$ cat config.mk
export PLATFORM = sky130hd
export DESIGN_NAME = clause_check_scheduler_flat
export DESIGN_NICKNAME = d
export VERILOG_FILES = /design/src/rtl/clause_check_scheduler_if.sv /design/src/rtl/clause_check_scheduler.sv /design/src/flat_wrapper.sv
export SDC_FILE = /design/constraint.sdc
export NUM_CORES = 1
export LEC_CHECK = 0
export BUFFER_PORTS_ARGS = -buffer_cell sky130_fd_sc_hd__buf_2
export CORE_MARGIN = 10
export CORE_UTILIZATION = 49
export DETAILED_ROUTE_END_ITERATION = 6
export GPL_TIMING_DRIVEN = 0
export HOLD_SLACK_MARGIN = 0.12
export PLACE_DENSITY = 0.74
export SLEW_MARGIN = 30
export SYNTH_ARGS = -nofsm -noshare
export SYNTH_HDL_FRONTEND = slang
export SYNTH_SLANG_ARGS = --single-unit
$ cat constraint.sdc
create_clock -name in_clk -period 2.07 [get_ports in_clk]
set_input_delay 0.207 -clock in_clk [delete_from_list [all_inputs] [get_ports in_clk]]
set_output_delay 0.207 -clock in_clk [all_outputs]
set_load 0.1 [all_outputs]
$ cat src/rtl/clause_check_scheduler_if.sv
// Handshake bundle between the clause check scheduler, the clause memory,
// the OneClauseChecker and the MCMC sampler control.
interface clause_check_scheduler_if #(
    parameter int MAXIMUM_BIT_WIDTH_OF_CLAUSES_INDEX = 3
);
    localparam int W = MAXIMUM_BIT_WIDTH_OF_CLAUSES_INDEX;

    logic         in_start;
    logic         in_abort;
    logic [W:0]   in_num_clauses;
    logic         out_mem_rd_en;
    logic [W-1:0] out_mem_addr;
    logic         out_checker_enable;
    logic         in_checker_ready;
    logic         in_checker_satisfied;
    logic         out_busy;
    logic         out_done;
    logic         out_all_satisfied;
    logic [W:0]   out_unsat_count;
    logic         out_first_unsat_valid;
    logic [W-1:0] out_first_unsat_idx;
    logic         out_error;

    // Scheduler side
    modport slave (
        input  in_start, in_abort, in_num_clauses, in_checker_ready, in_checker_satisfied,
        output out_mem_rd_en, out_mem_addr, out_checker_enable, out_busy, out_done,
               out_all_satisfied, out_unsat_count, out_first_unsat_valid,
               out_first_unsat_idx, out_error
    );

    // Sampler control / memory / checker side
    modport master (
        output in_start, in_abort, in_num_clauses, in_checker_ready, in_checker_satisfied,
        input  out_mem_rd_en, out_mem_addr, out_checker_enable, out_busy, out_done,
               out_all_satisfied, out_unsat_count, out_first_unsat_valid,
               out_first_unsat_idx, out_error
    );
endinterface

$ cat src/rtl/clause_check_scheduler.sv
// Clause check scheduler: walks one OneClauseChecker over every active clause
// (FETCH -> CHECK -> WAIT per clause, three cycles each) and reports done,
// all-satisfied, unsat count, first unsat index and checker-timeout error.
// Optional feature: define CLAUSE_SCHED_EARLY_EXIT_EN to finish the scan on
// the first unsatisfied clause instead of scanning every active clause.
module clause_check_scheduler #(
    parameter int MAXIMUM_BIT_WIDTH_OF_CLAUSES_INDEX = 3,
    parameter int WAIT_TIMEOUT                       = 15
) (
    input logic                     in_clk,
    input logic                     in_reset_n,
    clause_check_scheduler_if.slave bus
);
    localparam int W  = MAXIMUM_BIT_WIDTH_OF_CLAUSES_INDEX;
    localparam int TW = $clog2(WAIT_TIMEOUT + 1);

    typedef enum logic [2:0] {
        S_IDLE  = 3'd0,
        S_FETCH = 3'd1,
        S_CHECK = 3'd2,
        S_WAIT  = 3'd3,
        S_DONE  = 3'd4
    } state_t;

    state_t        state;
    logic [W-1:0]  idx;
    logic [W:0]    num;
    logic [TW-1:0] tcnt;

    logic          rd_en_r;
    logic [W-1:0]  addr_r;
    logic          enable_r;
    logic          busy_r;
    logic          done_r;
    logic          all_sat_r;
    logic [W:0]    unsat_cnt_r;
    logic          first_vld_r;
    logic [W-1:0]  first_idx_r;
    logic          error_r;

    logic          wait_last;
    logic          finish_scan;
    logic [TW-1:0] tcnt_inc;
    logic [W-1:0]  idx_inc;

    // idx is W bits and num up to 2**W, so compare in W+1 bits to let the
    // last index 2**W-1 terminate without wrapping.
    assign wait_last = ({1'b0, idx} == (num - 1'b1));
    assign tcnt_inc  = tcnt + 1'b1;
    assign idx_inc   = idx + 1'b1;

`ifdef CLAUSE_SCHED_EARLY_EXIT_EN
    assign finish_scan = wait_last || !bus.in_checker_satisfied;
`else
    assign finish_scan = wait_last;
`endif

    // Scan FSM with registered outputs; abort overrides everything outside IDLE.
    always_ff @(posedge in_clk or negedge in_reset_n) begin
        if (!in_reset_n) begin
            state       <= S_IDLE;
            idx         <= '0;
            num         <= '0;
            tcnt        <= '0;
            rd_en_r     <= 1'b0;
            addr_r      <= '0;
            enable_r    <= 1'b0;
            busy_r      <= 1'b0;
            done_r      <= 1'b0;
            all_sat_r   <= 1'b0;
            unsat_cnt_r <= '0;
            first_vld_r <= 1'b0;
            first_idx_r <= '0;
            error_r     <= 1'b0;
        end else begin
            done_r  <= 1'b0;
            rd_en_r <= 1'b0;
            if (state != S_IDLE && bus.in_abort) begin
                state       <= S_IDLE;
                idx         <= '0;
                tcnt        <= '0;
                addr_r      <= '0;
                enable_r    <= 1'b0;
                busy_r      <= 1'b0;
                all_sat_r   <= 1'b0;
                unsat_cnt_r <= '0;
                first_vld_r <= 1'b0;
                first_idx_r <= '0;
                error_r     <= 1'b0;
            end else begin
                case (state)
                    S_IDLE: begin
                        if (bus.in_start) begin
                            num         <= bus.in_num_clauses;
                            idx         <= '0;
                            addr_r      <= '0;
                            busy_r      <= 1'b1;
                            unsat_cnt_r <= '0;
                            first_vld_r <= 1'b0;
                            first_idx_r <= '0;
                            error_r     <= 1'b0;
                            if (bus.in_num_clauses == '0) begin
                                // Empty formula is trivially satisfied.
                                state     <= S_DONE;
                                done_r    <= 1'b1;
                                all_sat_r <= 1'b1;
                            end else begin
                                state     <= S_FETCH;
                                rd_en_r   <= 1'b1;
                                all_sat_r <= 1'b0;
                            end
                        end
                    end
                    S_FETCH: begin
                        // Clause word arrives from memory during CHECK.
                        state    <= S_CHECK;
                        enable_r <= 1'b1;
                    end
                    S_CHECK: begin
                        state <= S_WAIT;
                        tcnt  <= '0;
                    end
                    S_WAIT: begin
                        if (bus.in_checker_ready) begin
                            if (!bus.in_checker_satisfied) begin
                                unsat_cnt_r <= unsat_cnt_r + 1'b1;
                                if (!first_vld_r) begin
                                    first_vld_r <= 1'b1;
                                    first_idx_r <= idx;
                                end
                            end
                            // Dropping enable clears the checker's ready flag
                            // before the next clause reaches WAIT.
                            enable_r <= 1'b0;
                            if (finish_scan) begin
                                state     <= S_DONE;
                                done_r    <= 1'b1;
                                all_sat_r <= bus.in_checker_satisfied && (unsat_cnt_r == '0);
                            end else begin
                                state   <= S_FETCH;
                                idx     <= idx_inc;
                                addr_r  <= idx_inc;
                                rd_en_r <= 1'b1;
                            end
                        end else if (tcnt_inc == TW'(WAIT_TIMEOUT)) begin
                            state     <= S_DONE;
                            done_r    <= 1'b1;
                            error_r   <= 1'b1;
                            all_sat_r <= 1'b0;
                            enable_r  <= 1'b0;
                        end else begin
                            tcnt <= tcnt_inc;
                        end
                    end
                    S_DONE: begin
                        state  <= S_IDLE;
                        busy_r <= 1'b0;
                    end
                    default: begin
                        state    <= S_IDLE;
                        busy_r   <= 1'b0;
                        enable_r <= 1'b0;
                    end
                endcase
            end
        end
    end

    assign bus.out_mem_rd_en         = rd_en_r;
    assign bus.out_mem_addr          = addr_r;
    assign bus.out_checker_enable    = enable_r;
    assign bus.out_busy              = busy_r;
    assign bus.out_done              = done_r;
    assign bus.out_all_satisfied     = all_sat_r;
    assign bus.out_unsat_count       = unsat_cnt_r;
    assign bus.out_first_unsat_valid = first_vld_r;
    assign bus.out_first_unsat_idx   = first_idx_r;
    assign bus.out_error             = error_r;

endmodule

$ cat src/flat_wrapper.sv
// flat-port wrapper written by rule: the top's interface ports become plain ports
module clause_check_scheduler_flat 
#(
    parameter int MAXIMUM_BIT_WIDTH_OF_CLAUSES_INDEX = 3,
    parameter int WAIT_TIMEOUT                       = 15
)
  (in_clk, in_reset_n, bus_in_start, bus_in_abort, bus_in_num_clauses, bus_in_checker_ready, bus_in_checker_satisfied, bus_out_mem_rd_en, bus_out_mem_addr, bus_out_checker_enable, bus_out_busy, bus_out_done, bus_out_all_satisfied, bus_out_unsat_count, bus_out_first_unsat_valid, bus_out_first_unsat_idx, bus_out_error);
  clause_check_scheduler_if #(.MAXIMUM_BIT_WIDTH_OF_CLAUSES_INDEX(MAXIMUM_BIT_WIDTH_OF_CLAUSES_INDEX)) bus_i ();
  input logic in_clk;
  input logic in_reset_n;
  input wire logic [$bits(bus_i.in_start)-1:0] bus_in_start;
  input wire logic [$bits(bus_i.in_abort)-1:0] bus_in_abort;
  input wire logic [$bits(bus_i.in_num_clauses)-1:0] bus_in_num_clauses;
  input wire logic [$bits(bus_i.in_checker_ready)-1:0] bus_in_checker_ready;
  input wire logic [$bits(bus_i.in_checker_satisfied)-1:0] bus_in_checker_satisfied;
  output wire logic [$bits(bus_i.out_mem_rd_en)-1:0] bus_out_mem_rd_en;
  output wire logic [$bits(bus_i.out_mem_addr)-1:0] bus_out_mem_addr;
  output wire logic [$bits(bus_i.out_checker_enable)-1:0] bus_out_checker_enable;
  output wire logic [$bits(bus_i.out_busy)-1:0] bus_out_busy;
  output wire logic [$bits(bus_i.out_done)-1:0] bus_out_done;
  output wire logic [$bits(bus_i.out_all_satisfied)-1:0] bus_out_all_satisfied;
  output wire logic [$bits(bus_i.out_unsat_count)-1:0] bus_out_unsat_count;
  output wire logic [$bits(bus_i.out_first_unsat_valid)-1:0] bus_out_first_unsat_valid;
  output wire logic [$bits(bus_i.out_first_unsat_idx)-1:0] bus_out_first_unsat_idx;
  output wire logic [$bits(bus_i.out_error)-1:0] bus_out_error;
  assign bus_i.in_start = bus_in_start;
  assign bus_i.in_abort = bus_in_abort;
  assign bus_i.in_num_clauses = bus_in_num_clauses;
  assign bus_i.in_checker_ready = bus_in_checker_ready;
  assign bus_i.in_checker_satisfied = bus_in_checker_satisfied;
  assign bus_out_mem_rd_en = bus_i.out_mem_rd_en;
  assign bus_out_mem_addr = bus_i.out_mem_addr;
  assign bus_out_checker_enable = bus_i.out_checker_enable;
  assign bus_out_busy = bus_i.out_busy;
  assign bus_out_done = bus_i.out_done;
  assign bus_out_all_satisfied = bus_i.out_all_satisfied;
  assign bus_out_unsat_count = bus_i.out_unsat_count;
  assign bus_out_first_unsat_valid = bus_i.out_first_unsat_valid;
  assign bus_out_first_unsat_idx = bus_i.out_first_unsat_idx;
  assign bus_out_error = bus_i.out_error;
  clause_check_scheduler #(.MAXIMUM_BIT_WIDTH_OF_CLAUSES_INDEX(MAXIMUM_BIT_WIDTH_OF_CLAUSES_INDEX), .WAIT_TIMEOUT(WAIT_TIMEOUT)) u_core (.in_clk(in_clk), .in_reset_n(in_reset_n), .bus(bus_i));
endmodule
Word-level counts from Yosys, hierarchy flattened
Index checks and enable logic that the tools add are counted.
{"block": "totals", "reg_bits": 28, "latch_bits": 0, "mem_bits_rw": 0, "rom_bits": 0, "input_bits": 10, "output_inout_bits": 17, "word_cells": 116, "mem_count": 0}
{"block": "op_classes", "n_addsub": 4, "mul": 0, "n_div": 0, "magnitude_cmp": 0, "n_eq_ne": 18, "n_shift": 0, "n_mux": 60, "n_bitwise": 1, "n_reduce_logical": 20}
{"cell": "3-bit 2-to-1 mux", "count": 14}
{"cell": "4-bit 2-to-1 mux", "count": 7}
{"cell": "1-bit 2-to-1 mux", "count": 27}
{"cell": "4-bit one-hot mux with 2 select lines", "count": 2}
{"cell": "4-bit AND reduction", "count": 4}
{"cell": "3-bit by 2-bit inequality test with 1-bit output (second input constant)", "count": 5}
{"cell": "1-bit one-hot mux with 2 select lines", "count": 6}
{"cell": "3-bit one-hot mux with 2 select lines", "count": 2}
{"cell": "3-bit one-hot mux with 4 select lines", "count": 1}
{"cell": "3-bit nonzero test", "count": 3}
{"cell": "4-bit by 1-bit adder with 4-bit output (second input constant)", "count": 2}
{"cell": "4-bit zero test", "count": 2}
{"cell": "4-bit by 2-bit inequality test with 1-bit output (second input constant)", "count": 2}
{"cell": "3-bit by 2-bit == test with 1-bit output (second input constant)", "count": 2}
{"cell": "3-bit inequality test (second input constant)", "count": 2}
{"cell": "2-bit AND reduction", "count": 3}
{"cell": "3-bit AND reduction", "count": 2}
{"cell": "3-bit OR reduction", "count": 2}
{"cell": "5-bit AND reduction", "count": 1}
{"cell": "3-bit by 4-bit == test with 1-bit output", "count": 1}
{"cell": "4-bit == test (second input constant)", "count": 1}
{"cell": "2-bit by 1-bit inequality test with 1-bit output (second input constant)", "count": 2}
{"cell": "4-bit by 1-bit subtractor with 4-bit output (second input constant)", "count": 1}
{"cell": "3-bit by 1-bit adder with 3-bit output (second input constant)", "count": 1}
{"cell": "other kinds (7)", "count": 8}

Logic depth before layout (Yosys ltp)
{"block": "depth", "ltp_word": 6, "depth_mapped": 7, "mapped_depth_nobuf": 7}

Worst setup path after synthesis
No wires, ideal clock.
{"block": "synth_timing", "path_kind": "flip-flop to flip-flop", "startpoint": "reg, netlist name u_core.bus.out_mem_addr[2]", "endpoint": "reg u_core.all_sat_r, in the netlist u_core.bus.out_all_satisfied", "setup_ns": 0.128, "t_arrival_ns": 2.477, "t_required_ns": 1.942, "path_slack_ns": -0.535, "path_stages_with_launch": 7, "path_buffers": 1, "period_less_slack_ns": 2.605, "path_cell_list": "dfrtp_1 -> xnor2_1 -> xnor2_1 -> or4_1 -> buf_2 -> a311oi_2 -> mux2_1"}
{"element": "end signal, assigned", "line": "clause_check_scheduler.sv:138", "source": "all_sat_r <= bus.in_checker_satisfied && (unsat_cnt_r == '0);"}
{"element": "end, declared", "line": "clause_check_scheduler.sv:35", "source": "logic all_sat_r;"}

Final worst setup path
{"block": "layout_timing", "startpoint": "reg u_core.state[2]", "endpoint": "reg u_core.all_sat_r, in the netlist u_core.bus.out_all_satisfied"}
{"block": "layout_via", "elab_chain_cells": 4, "elab_cells_between_ends": 11, "cone_classes": "eq/ne: 4; mux: 2; reduce/logical: 5"}
{"element": "start, declared", "line": "clause_check_scheduler.sv:25", "source": "state_t state;"}
{"element": "start signal, assigned", "line": "clause_check_scheduler.sv:61", "source": "state <= S_IDLE;"}
{"element": "start signal, assigned", "line": "clause_check_scheduler.sv:79", "source": "state <= S_IDLE;"}
{"element": "start signal, assigned", "line": "clause_check_scheduler.sv:104", "source": "state <= S_DONE;"}
{"element": "3-bit nonzero test", "line": "clause_check_scheduler.sv:78", "source": "if (state != S_IDLE && bus.in_abort) begin"}
{"element": "1-bit logical AND", "line": "clause_check_scheduler.sv:78"}
{"element": "4-bit by 2-bit inequality test with 1-bit output (no line), or another cell as far along"}
{"element": "4-bit AND reduction (no line)"}
Parallel ways exist; a longest one is shown, timed or not.
A chain may end at the register's enable or synchronous reset.

==> flow_summary_export.csv <==
group,metric,value,unit
placed_design,io_buffers,26,
die,die_w,76.3,um
clocking,cts_tree,"done",
timing,max-slew-margin-rel,48.2,%
synth,synth_fp_nets,183,
synth,syn_area_per_cell,9.30,um^2
synth,synth_area,0.00155,mm^2
setup_path,max_stage_delay,380,ps
die,initial_core_util,50.9,%
clocking,cts_made_buffers,3,
die,num_rows,20,
setup_path,r2r.worst_path.cells,6,
timing,timing.fmax,487,MHz
synth,async_reset_ff_share,100,%
synth,synth.area.top_cells,"dfrtp_1 (45%), o21ai_0 (7.1%), ha_1 (4.8%), a21oi_1 (2.9%), a22o_1 (2.8%)",
setup_path,end_kind,"register",
power_and_ir_drop,swShare,49.8,%
power_and_ir_drop,p_int,0.00112,W
die,dieArea,0.00582,mm^2
finish,nNetsFinal,221,
route,route.vias.total,1402,
global_route,grt-ovfl-total,0,
setup_path,slowest_stage,"dfrtp_1",
clocking,h-tree-depth,1,
setup_path,path_class,"reg2reg",
clocking,clk-insertion-delay-late,340,ps
min_path,whs_endpoint,"u_core.bus.out_busy",
placed_design,dp_cells,237,
timing,hold_violations,0,
placed_design,dp_hpwl,2.82,mm
power_and_ir_drop,power_switching,0.00111,W
synth,synth_top_area_share,45.1,%
setup_path,r2r-end,"u_core.bus.out_all_satisfied",
power_and_ir_drop,power_leakage,0.858,nW
route,first_iter_violations,93,
synth,yosysTopAreaCell,"dfrtp_1",
finish,nFillCells,272,
job,maxCapViolCount,0,
synth,synth-seq-cells,28,
setup_path,crit_path_max_fanout,10,
setup_path,cp_num_buf_inv,1,
clocking,cts_buffer_depth,2,
finish,drive_gt1_share,24.0,%
power_and_ir_drop,ir_drop,0.000456,V
route,antenna_left,0,
power_and_ir_drop,comb_power_share,54.6,%
setup_path,cp_cell_sequence,"clkbuf_1 -> nand2b_1 -> nor3_4 -> and3_1 -> a311oi_2 -> mux2_1",
setup_path,worstPathRequired,2300,ps
synth,yosysWarnings,0,
synth,synth-edff-count,0,
timing,rsz0062_at_grt,"true",
global_route,antenna_found_initial,0,
min_path,holdCritStartpoint,"bus_in_start",
setup_path,arrival,2280,ps
timing,fin_ws,16.9,ps
power_and_ir_drop,p_per_area,1190,mW/mm^2
timing,period_minus_slack,2050,ps
finish,layout.cells.non_filler,248,
global_route,track_usage,13.1,%
clocking,clk_pin_slew,140,ps
synth,syn_inst,167,
power_and_ir_drop,clkPwrFrac,10.7,%
synth,ys_types,41,
global_route,first_global_vias,1374,
finish,synthToLayoutAreaGrowth,21.4,%
setup_path,rrSetupSlack,20,ps
min_path,holdCritPathClass,"in2reg",
clocking,cts_root_buf,"clkbuf_4",
timing,finClkSkew,14.8,ps
die,die_height,76.3,um
finish,diodes,0,
power_and_ir_drop,seqPwrFrac,34.7,%
route,firstDrtPassIters,4,
global_route,grt_start_max_net_pins,29,
placed_design,pre_cts_slack,-119,ps
route,viasPerCell,5.65,
setup_path,r2r-start,"u_core.state[2]",
timing,finalSetupViolCount,0,
clocking,cts_sinks,28,
min_path,min_path_cells,3,
timing,holdWs,167,ps
synth,synth.most_common_cell,"dfrtp_1",
setup_path,crit_path_start_kind,"register",
timing,slew_viol_final,0,
setup_path,cp_top_family,"simple AND/OR/NAND/NOR gates",
synth,synthFlopType,"dfrtp_1",
route,routedWlPerCell,15.6,um
route,wirelength,3.86,mm
route,drt_drc_violations_left,0,
die,fp.coreArea,0.00305,mm^2
timing,worst_pin_slew,772,ps
synth,synthTopCellsByCount,"dfrtp_1 (28), o21ai_0 (22), inv_1 (11), nand2_1 (11)",
die,io_pins,27,
global_route,grt_pass1_wl,6.49,mm
synth,seq_area_frac_synth,45.1,%
status,status,"finished clean",
timing,post-route-period-util,99.2,%
placed_design,gp_congestion,0.900,
==> per-stage QoR <==
stage	TNS, ps	cell area, um^2	util (%)	power (W)
after floorplan	-45.3	1580	-	0.00169
after global placement	-85.5	1760	57.7	0.00188
after detailed placement	-119	1760	57.7	0.00191
after CTS	-74.5	1850	60.6	0.00219
after global routing	-89.8	1880	61.7	0.00238
final	0	1880	61.7	0.00224
==> kinds of logic (layout without fill, tap and decap cells) <==
logic type	after synthesis	count (layout)	share of synthesized area [%]
compound gates	56	56	23.0
xor+xnor	7	7	3.95
fa+ha+maj	6	6	4.83
buf+inv	18	55	4.43
flops	28	28	45.1
mux	4	4	2.90
simple gates	48	48	15.8
==> cell type report <==
| class | instances | area, um^2 | share of cell area [%] |
|---|---|---|---|
| plain buffers | 5 | 18.8 | 0.996 |
| clock buffers | 4 | 26.3 | 1.39 |
| inverters | 11 | 41.3 | 2.19 |
| multi-input cells | 121 | 823 | 43.7 |
| flip-flops and latches | 28 | 709 | 37.6 |
| well taps | 44 | 55.1 | 2.92 |
| repair buffers | 35 | 210 | 11.2 |
==> cells in the final DEF, fill, tap and decap left out, types with 3 or more instances in the layout <==
cell and instances:
o22ai_1 3, nand3_1 6, nor2_1 9, ha_1 5, a22o_1 5, nand2_1 11
xnor2_1 4, a21oi_1 9, clkbuf_1 6, buf_2 26, a31oi_1 4, nor3_1 4
inv_1 9, buf_4 4, dlygate4sd3_1 5, nand2b_1 3, o21ai_0 22, dfrtp_1 25
clkbuf_4 3, mux2_2 3
==> worst max-delay path by stage <==
stage / slack (ps) / depth (start not counted) / end / startpoint
2_1_floorplan: -50 / 6 / u_core.bus.out_all_satisfied / u_core.bus.out_mem_addr[2]
3_3_place_gp: -90 / 7 / u_core.bus.out_all_satisfied / u_core.num[0]
3_5_place_dp: -120 / 7 / u_core.bus.out_all_satisfied / u_core.num[0]
4_1_cts: -70 / 6 / u_core.bus.out_all_satisfied / u_core.bus.out_mem_addr[2]
5_1_grt: -90 / 6 / u_core.bus.out_all_satisfied / u_core.state[2]
6_report: 20 / 6 / u_core.bus.out_all_satisfied / u_core.state[2]
==> power groups by stage <==
stage | Clock (W) | Sequential [W] | Combinational, W
after floorplan | 0 | 0.00112 | 0.000566
after global placement | 0 | 0.000769 | 0.00111
after detailed placement | 0 | 0.000782 | 0.00113
after CTS | 0.000242 | 0.000770 | 0.00118
after global routing | 0.000269 | 0.000793 | 0.00132
final | 0.000239 | 0.000776 | 0.00122
==> layer usage <==
layer	vias to the layer above	GRT usage, %	routed length, um
met1	692	15.7	1710
li1	684	-	-
met5	-	0	0
met2	21	22.5	1960
met3	5	3.07	156
met4	0	3.72	41
==> worst min-delay path: stages <==
cell and delay, ps:
buf_2 100, a22oi_1 70, nor2_1 80
==> what timing repair did <==
action / in CTS / in global routing
endpoints found under the setup margin: 1 / 12
resized for setup: 2 / 5
endpoints found under the hold margin: 30 / 2
hold buffers: 3 / 2
pin swaps: 2 / 2
buffers inserted: 3 / 1
==> flip-flops by register name, indices dropped and copies added (netlist names) <==
register / cells
u_core.bus.out_unsat_count: 4
u_core.bus.out_done: 1
u_core.state: 3
u_core.bus.out_mem_rd_en: 1
u_core.num: 4
u_core.bus.out_error: 1
u_core.bus.out_first_unsat_valid: 1
u_core.bus.out_all_satisfied: 1
u_core.tcnt: 4
u_core.bus.out_checker_enable: 1
u_core.bus.out_mem_addr: 3
u_core.bus.out_first_unsat_idx: 3
u_core.bus.out_busy: 1
(Power assumes the default switching activity.)
